### config.mk
export PLATFORM = sky130hd
export DESIGN_NAME = exu_seq_ctrl
export DESIGN_NICKNAME = d
export VERILOG_FILES = /design/src/rtl/exu_seq_ctrl_pkg.sv /design/src/rtl/exu_seq_ctrl_watchdog.sv /design/src/rtl/exu_seq_ctrl.sv
export SDC_FILE = /design/constraint.sdc
export NUM_CORES = 1
export LEC_CHECK = 0
export CORE_MARGIN = 2
export CORE_UTILIZATION = 40
export DETAILED_ROUTE_END_ITERATION = 8
export GPL_TIMING_DRIVEN = 0
export PLACE_DENSITY = 0.75
export REMOVE_ABC_BUFFERS = 1
export SLEW_MARGIN = 20
export SYNTH_ARGS = -nofsm -noshare
export SYNTH_HDL_FRONTEND = slang
export SYNTH_SLANG_ARGS = --single-unit
### constraint.sdc
create_clock -name clk -period 5.4 [get_ports clk]
set_input_delay 1.62 -clock clk [delete_from_list [all_inputs] [get_ports clk]]
set_output_delay 1.62 -clock clk [all_outputs]
set_load 0.05 [all_outputs]
### src/rtl/exu_seq_ctrl_pkg.sv
// rtl/exu_seq_ctrl_pkg.sv - shared state encoding and helpers for the NPC sequencer
package exu_seq_ctrl_pkg;

    localparam int ST_WIDTH = 3;

    typedef enum logic [ST_WIDTH-1:0] {
        ST_IDLE   = 3'd0,
        ST_FETCH  = 3'd1,
        ST_WAIT_I = 3'd2,
        ST_EXEC   = 3'd3,
        ST_MREQ   = 3'd4,
        ST_MWAIT  = 3'd5,
        ST_WB     = 3'd6,
        ST_HALT   = 3'd7
    } seq_state_e;

    // States that wait on an external handshake and are therefore watched.
    function automatic logic is_wait_state(input seq_state_e st);
        return (st == ST_FETCH) || (st == ST_WAIT_I) ||
               (st == ST_MREQ)  || (st == ST_MWAIT);
    endfunction

endpackage

### src/rtl/exu_seq_ctrl_watchdog.sv
// rtl/exu_seq_ctrl_watchdog.sv - handshake watchdog counter with clear/enable and expiry compare
module exu_seq_ctrl_watchdog #(
    parameter int TIMEOUT  = 255,
    parameter int TO_WIDTH = 8
) (
    input  logic clk,
    input  logic rst,
    input  logic clr,
    input  logic en,
    output logic expired
);

    // Expiry fires in the cycle whose increment would make the count reach TIMEOUT,
    // so a wait of exactly TIMEOUT cycles is the last one tolerated.
    localparam logic [TO_WIDTH-1:0] LIMIT = TO_WIDTH'(TIMEOUT - 1);

    logic [TO_WIDTH-1:0] cnt;

    always_ff @(posedge clk) begin
        if (!rst || clr) begin
            cnt <= '0;
        end else if (en) begin
            cnt <= cnt + 1'b1;
        end
    end

    assign expired = en && (cnt == LIMIT);

endmodule

### src/rtl/exu_seq_ctrl.sv
// rtl/exu_seq_ctrl.sv - multi-cycle fetch/execute/memory/commit sequencer for the NPC core
module exu_seq_ctrl
    import exu_seq_ctrl_pkg::*;
#(
    parameter int DATA_LEN = 32,
    parameter int TIMEOUT  = 255,
    parameter int TO_WIDTH = 8
) (
    input  logic                clk,
    input  logic                rst,
    output logic                ifu_req_valid,
    input  logic                ifu_req_ready,
    input  logic                ifu_rsp_valid,
    input  logic [DATA_LEN-1:0] ifu_rsp_inst,
    output logic [DATA_LEN-1:0] inst,
    input  logic                is_load,
    input  logic                is_store,
    input  logic                is_ebreak,
    output logic                lsu_req_valid,
    input  logic                lsu_req_ready,
    input  logic                lsu_rsp_valid,
    input  logic                pc_w_en_in,
    input  logic                gpr_w_en_in,
    output logic                pc_w_en,
    output logic                gpr_w_en,
    output logic                halted,
    output logic                bus_err,
    output logic [31:0]         inst_cnt
);

    seq_state_e          state;
    seq_state_e          state_nxt;
    logic                wd_expired;
    logic                timeout_hit;
    logic [DATA_LEN-1:0] inst_q;
    logic [31:0]         cnt_q;
    logic                bus_err_q;

    exu_seq_ctrl_watchdog #(
        .TIMEOUT (TIMEOUT),
        .TO_WIDTH(TO_WIDTH)
    ) u_watchdog (
        .clk    (clk),
        .rst    (rst),
        .clr    (state_nxt != state),
        .en     (is_wait_state(state)),
        .expired(wd_expired)
    );

    // A completing handshake takes priority over a simultaneous watchdog expiry.
    always_comb begin
        state_nxt   = state;
        timeout_hit = 1'b0;
        unique case (state)
            ST_IDLE: state_nxt = ST_FETCH;
            ST_FETCH: begin
                if (ifu_req_ready) begin
                    state_nxt = ST_WAIT_I;
                end else if (wd_expired) begin
                    state_nxt   = ST_HALT;
                    timeout_hit = 1'b1;
                end
            end
            ST_WAIT_I: begin
                if (ifu_rsp_valid) begin
                    state_nxt = ST_EXEC;
                end else if (wd_expired) begin
                    state_nxt   = ST_HALT;
                    timeout_hit = 1'b1;
                end
            end
            ST_EXEC: state_nxt = (is_load || is_store) ? ST_MREQ : ST_WB;
            ST_MREQ: begin
                if (lsu_req_ready) begin
                    state_nxt = ST_MWAIT;
                end else if (wd_expired) begin
                    state_nxt   = ST_HALT;
                    timeout_hit = 1'b1;
                end
            end
            ST_MWAIT: begin
                if (lsu_rsp_valid) begin
                    state_nxt = ST_WB;
                end else if (wd_expired) begin
                    state_nxt   = ST_HALT;
                    timeout_hit = 1'b1;
                end
            end
            ST_WB:   state_nxt = is_ebreak ? ST_HALT : ST_FETCH;
            ST_HALT: state_nxt = ST_HALT;
            default: state_nxt = ST_IDLE;
        endcase
    end

    always_ff @(posedge clk) begin
        if (!rst) begin
            state     <= ST_IDLE;
            inst_q    <= '0;
            cnt_q     <= '0;
            bus_err_q <= 1'b0;
        end else begin
            state <= state_nxt;
            if (state == ST_WAIT_I && ifu_rsp_valid) begin
                inst_q <= ifu_rsp_inst;
            end
            if (state == ST_WB) begin
                cnt_q <= cnt_q + 32'd1;
            end
            if (timeout_hit) begin
                bus_err_q <= 1'b1;
            end
        end
    end

    // Write enables only pass through in WB so PC/GPR update once per retire.
    assign ifu_req_valid = (state == ST_FETCH);
    assign lsu_req_valid = (state == ST_MREQ);
    assign pc_w_en       = (state == ST_WB) && pc_w_en_in;
    assign gpr_w_en      = (state == ST_WB) && gpr_w_en_in;
    assign halted        = (state == ST_HALT);
    assign bus_err       = bus_err_q;
    assign inst          = inst_q;
    assign inst_cnt      = cnt_q;

endmodule

==> flow_metrics.py <==
metrics = {
    "setup_path": {
        "reg2regPathDepth": 4,
        "critPathMaxFanout": 1,
        "rrSetupSlack_ns": 2.86,
        "critPathRequiredTime_ns": 3.78,
        "crit_arrival_ns": 2.99,
        "worst_setup_path_start_kind": "input port",
        "rr_endpoint": "u_watchdog.cnt[2]",
        "crit_family": "buffers and inverters",
        "setup.worst_path.end_class": "output pin",
        "critPathKind": "in2out",
        "slowest_stage": "clkdlybuf4s50_1",
        "critPathMostFrequentCell": "clkdlybuf4s50_1",
        "cp_cell_sequence": "clkdlybuf4s50_1, and2_1, clkdlybuf4s50_1",
        "cp_num_buf_inv": 2,
        "critical_path.max_stage_delay_ns": 0.80,
        "reg2reg_from": "state[1]",
    },
    "synthesis": {
        "synth.distinct_cells": 44,
        "ys.flop_type": "dfxtp_1",
        "synth-compound-area-share_pct": 11.15,
        "synth.area.mux_share_pct": 0.5908,
        "synth_top_family_by_area": "simple AND/OR/NAND/NOR gates",
        "synth-simple-area-share_pct": 30.95,
        "syn_inst": 417,
        "synth.yosys.warnings": 0,
        "async_reset_ff_share_pct": 0,
        "ys_seq_elements": 76,
        "syn_avg_cell_area_um2": 8.125,
        "synth_area_um2": 3388,
        "synth_seq_area_share_pct": 44.90,
        "synth_adder_area_share_pct": 1.108,
        "synth_edf_count": 0,
        "synth_xor_area_share_pct": 7.755,
    },
    "sta": {
        "setup_viol": 0,
        "max_freq_ghz": 0.2171,
        "fin_crit_sh_pct": 85.29,
        "final_max_slew_viol_count": 0,
        "hold_ws_ns": 0.4552,
        "grt_setup_unrepaired": "no",
        "setup_tns_ns": 0,
        "layout_min_cycle_time_ns": 4.606,
        "finalClockSkew_ns": 0.009995,
        "worst_slew_margin_rel_pct": 46.64,
        "timing.final.hold_violations": 0,
        "worstMarginPinSlew_ns": 0.7993,
    },
    "min_path": {
        "min_path_cells": 2,
        "holdCritStartpoint": "inst[12]",
        "worstHoldPathType": "reg2reg",
        "hold_path_end": "inst[12]",
    },
    "placed_design": {
        "dpl_cell_area_um2": 4571,
        "portBuffers": 112,
        "hpwl_um": 5933,
        "gp_congestion": 0.7725,
    },
    "clocking": {
        "h-tree-depth": 3,
        "cts_buffers": 9,
        "cts_resized": 0,
        "clk_latency_ns": 0.35,
        "clkTransAtPathRegs_ns": 0.08,
        "clockRootBuffer": "clkbuf_8",
        "cts_tree": "yes",
        "cts.sinks": 76,
        "postCtsSetupBuffers": 0,
        "cts_hold_buffers": 0,
        "clk_path_buf_depth": 2,
    },
    "floorplan": {
        "start_util_pct": 41.24,
        "fp.dieH_um": 96.04,
        "die_area_um2": 9223,
        "placementRows": 33,
        "ios": 113,
        "die_w_um": 96.04,
        "coreArea_um2": 8217,
    },
    "power_and_ir_drop": {
        "powerDensity_nw_per_um2": 259.5,
        "power.total_w": 0.001251,
        "ir_drop_uv": 135.5,
        "leakage_nw": 1.672,
    },
    "global_routing": {
        "grt_pass1_vias": 2957,
        "grt_usage_pct": 18.32,
        "grt_pass1_wl_um": 13420,
        "grt_max_degree": 35,
        "grt-ovfl-total": 0,
        "antenna_found_initial": 0,
    },
    "route": {
        "viasPerCell": 5.212,
        "drc": 0,
        "ant_nets": 0,
        "wire_per_inst_um": 13.39,
        "vias": 3268,
        "drt_wl_total_um": 8398,
        "drtIter0Drc": 74,
        "drt_first_pass_iters": 4,
    },
    "final_layout": {
        "antenna_cells": 0,
        "drive_gt1_share_pct": 4.789,
        "multi_input_area_um2": 1757,
        "layout.nets": 563,
        "stdcell_area_um2": 4820,
        "area_growth_pct": 42.25,
        "fillCellCount": 735,
        "seqCellArea_um2": 1521,
    },
    "status": {
        "status": "finished, final reports clean",
    },
    "job": {
        "maxCapViolations": 0,
    },
}
[worst max path at each step]
stage / from / end / slack (ns) / depth (start not counted)
finish: pc_w_en_in / pc_w_en / 0.79 / 3
global route: pc_w_en_in / pc_w_en / 0.74 / 3
CTS: pc_w_en_in / pc_w_en / 0.78 / 3
detailed placement: pc_w_en_in / pc_w_en / 0.79 / 3
global placement: gpr_w_en_in / gpr_w_en / 0.81 / 3
floorplan: gpr_w_en_in / gpr_w_en / 1.75 / 1
[cell usage after synthesis (2+ instances only)]
cell | n | share of area (%)
o31ai_1 | 3 | 0.66
nor4b_1 | 2 | 0.52
mux2i_1 | 2 | 0.59
nand2b_1 | 5 | 0.92
xor2_1 | 24 | 6.2
nand4_1 | 13 | 2.4
buf_2 | 6 | 0.89
and2_1 | 6 | 1.1
inv_1 | 4 | 0.44
dfxtp_1 | 76 | 45
nor3b_1 | 2 | 0.44
xnor2_1 | 6 | 1.6
nand3_1 | 12 | 1.8
nor2_1 | 41 | 4.5
nor3_1 | 4 | 0.59
and3_1 | 9 | 1.7
clkbuf_1 | 16 | 1.8
nand2_1 | 83 | 9.2
and4_1 | 8 | 2.1
or3_1 | 6 | 1.1
buf_1 | 2 | 0.22
ha_1 | 3 | 1.1
a21oi_1 | 46 | 6.8
nor4_1 | 8 | 1.5
nor2b_1 | 3 | 0.55
o21ai_0 | 9 | 1.3
[cell usage in the layout, fill, tap and decap left out, types with 4 or more instances in the layout]
cell and n:
clkdlybuf4s50_1 112, nand2_1 82, dfxtp_1 76, a21oi_1 46
nor2_1 41, xor2_1 24, nand4_1 13, nand3_1 12
and3_1 9, o21ai_0 9, clkbuf_8 9, and4_1 8
nor4_1 8, and2_1 6, or3_1 6, xnor2_1 6
nand2b_1 5, nor3_1 4
[area by class of cell]
cell class | count | area share (%)
timing repair buffer | 114 | 23.99
multi-input combinational | 312 | 36.45
tap | 105 | 2.726
clock inverter | 6 | 2.310
clock buffer | 10 | 2.648
inverter | 4 | 0.3115
sequential | 76 | 31.57
[per-layer routing]
layer | wire (um) | vias to the layer above | share of wire, % | track usage [%]
li1 | - | 1632 | - | -
met2 | 4138 | 84 | 49 | 31.02
met5 | 0 | - | 0 | 0
met3 | 515 | 13 | 6.1 | 5.247
met1 | 3583 | 1539 | 43 | 22.07
met4 | 160 | 0 | 1.9 | 6.548
[where the power goes]
| part | switching, W | total, W | internal (W) | leakage, nW |
|---|---|---|---|---|
| Sequential | 0.0000155 | 0.000585 | 0.000569 | 0.613 |
| Clock | 0.000212 | 0.000520 | 0.000308 | 0.117 |
| Combinational | 0.0000803 | 0.000146 | 0.0000655 | 0.942 |
[state kept, by name, summed over array words and instances (netlist names)]
| name | cells |
|---|---|
| inst_cnt | 32 |
| bus_err | 1 |
| state | 3 |
| inst | 32 |
| u_watchdog.cnt | 8 |
[per-stage QoR]
step                      utilization (%)  worst slack [ns]  std cells
after floorplan                         -             1.753        392
after global placement              55.20            0.8083        609
after detailed placement            55.63            0.7927        611
after CTS                           58.54            0.7838        627
after global routing                58.66            0.7387        627
final                               58.66            0.7943        627
[logic make-up after synthesis]
family / Yosys count
muxes: 2
buffers and inverters: 29
xor gates and xnor gates: 30
adders and majority gates: 3
DFF: 76
AOI/OAI and AO/OA: 68
and+or+nand+nor: 209
[worst min-delay path: cells and delay by family (launching register included)]
family | cells | cell delay [ns]
compound gates | 1 | 0.05
flops | 1 | 0.31
simple gates | 1 | 0.05
Note: power is estimated with default switching activity, not from simulation.
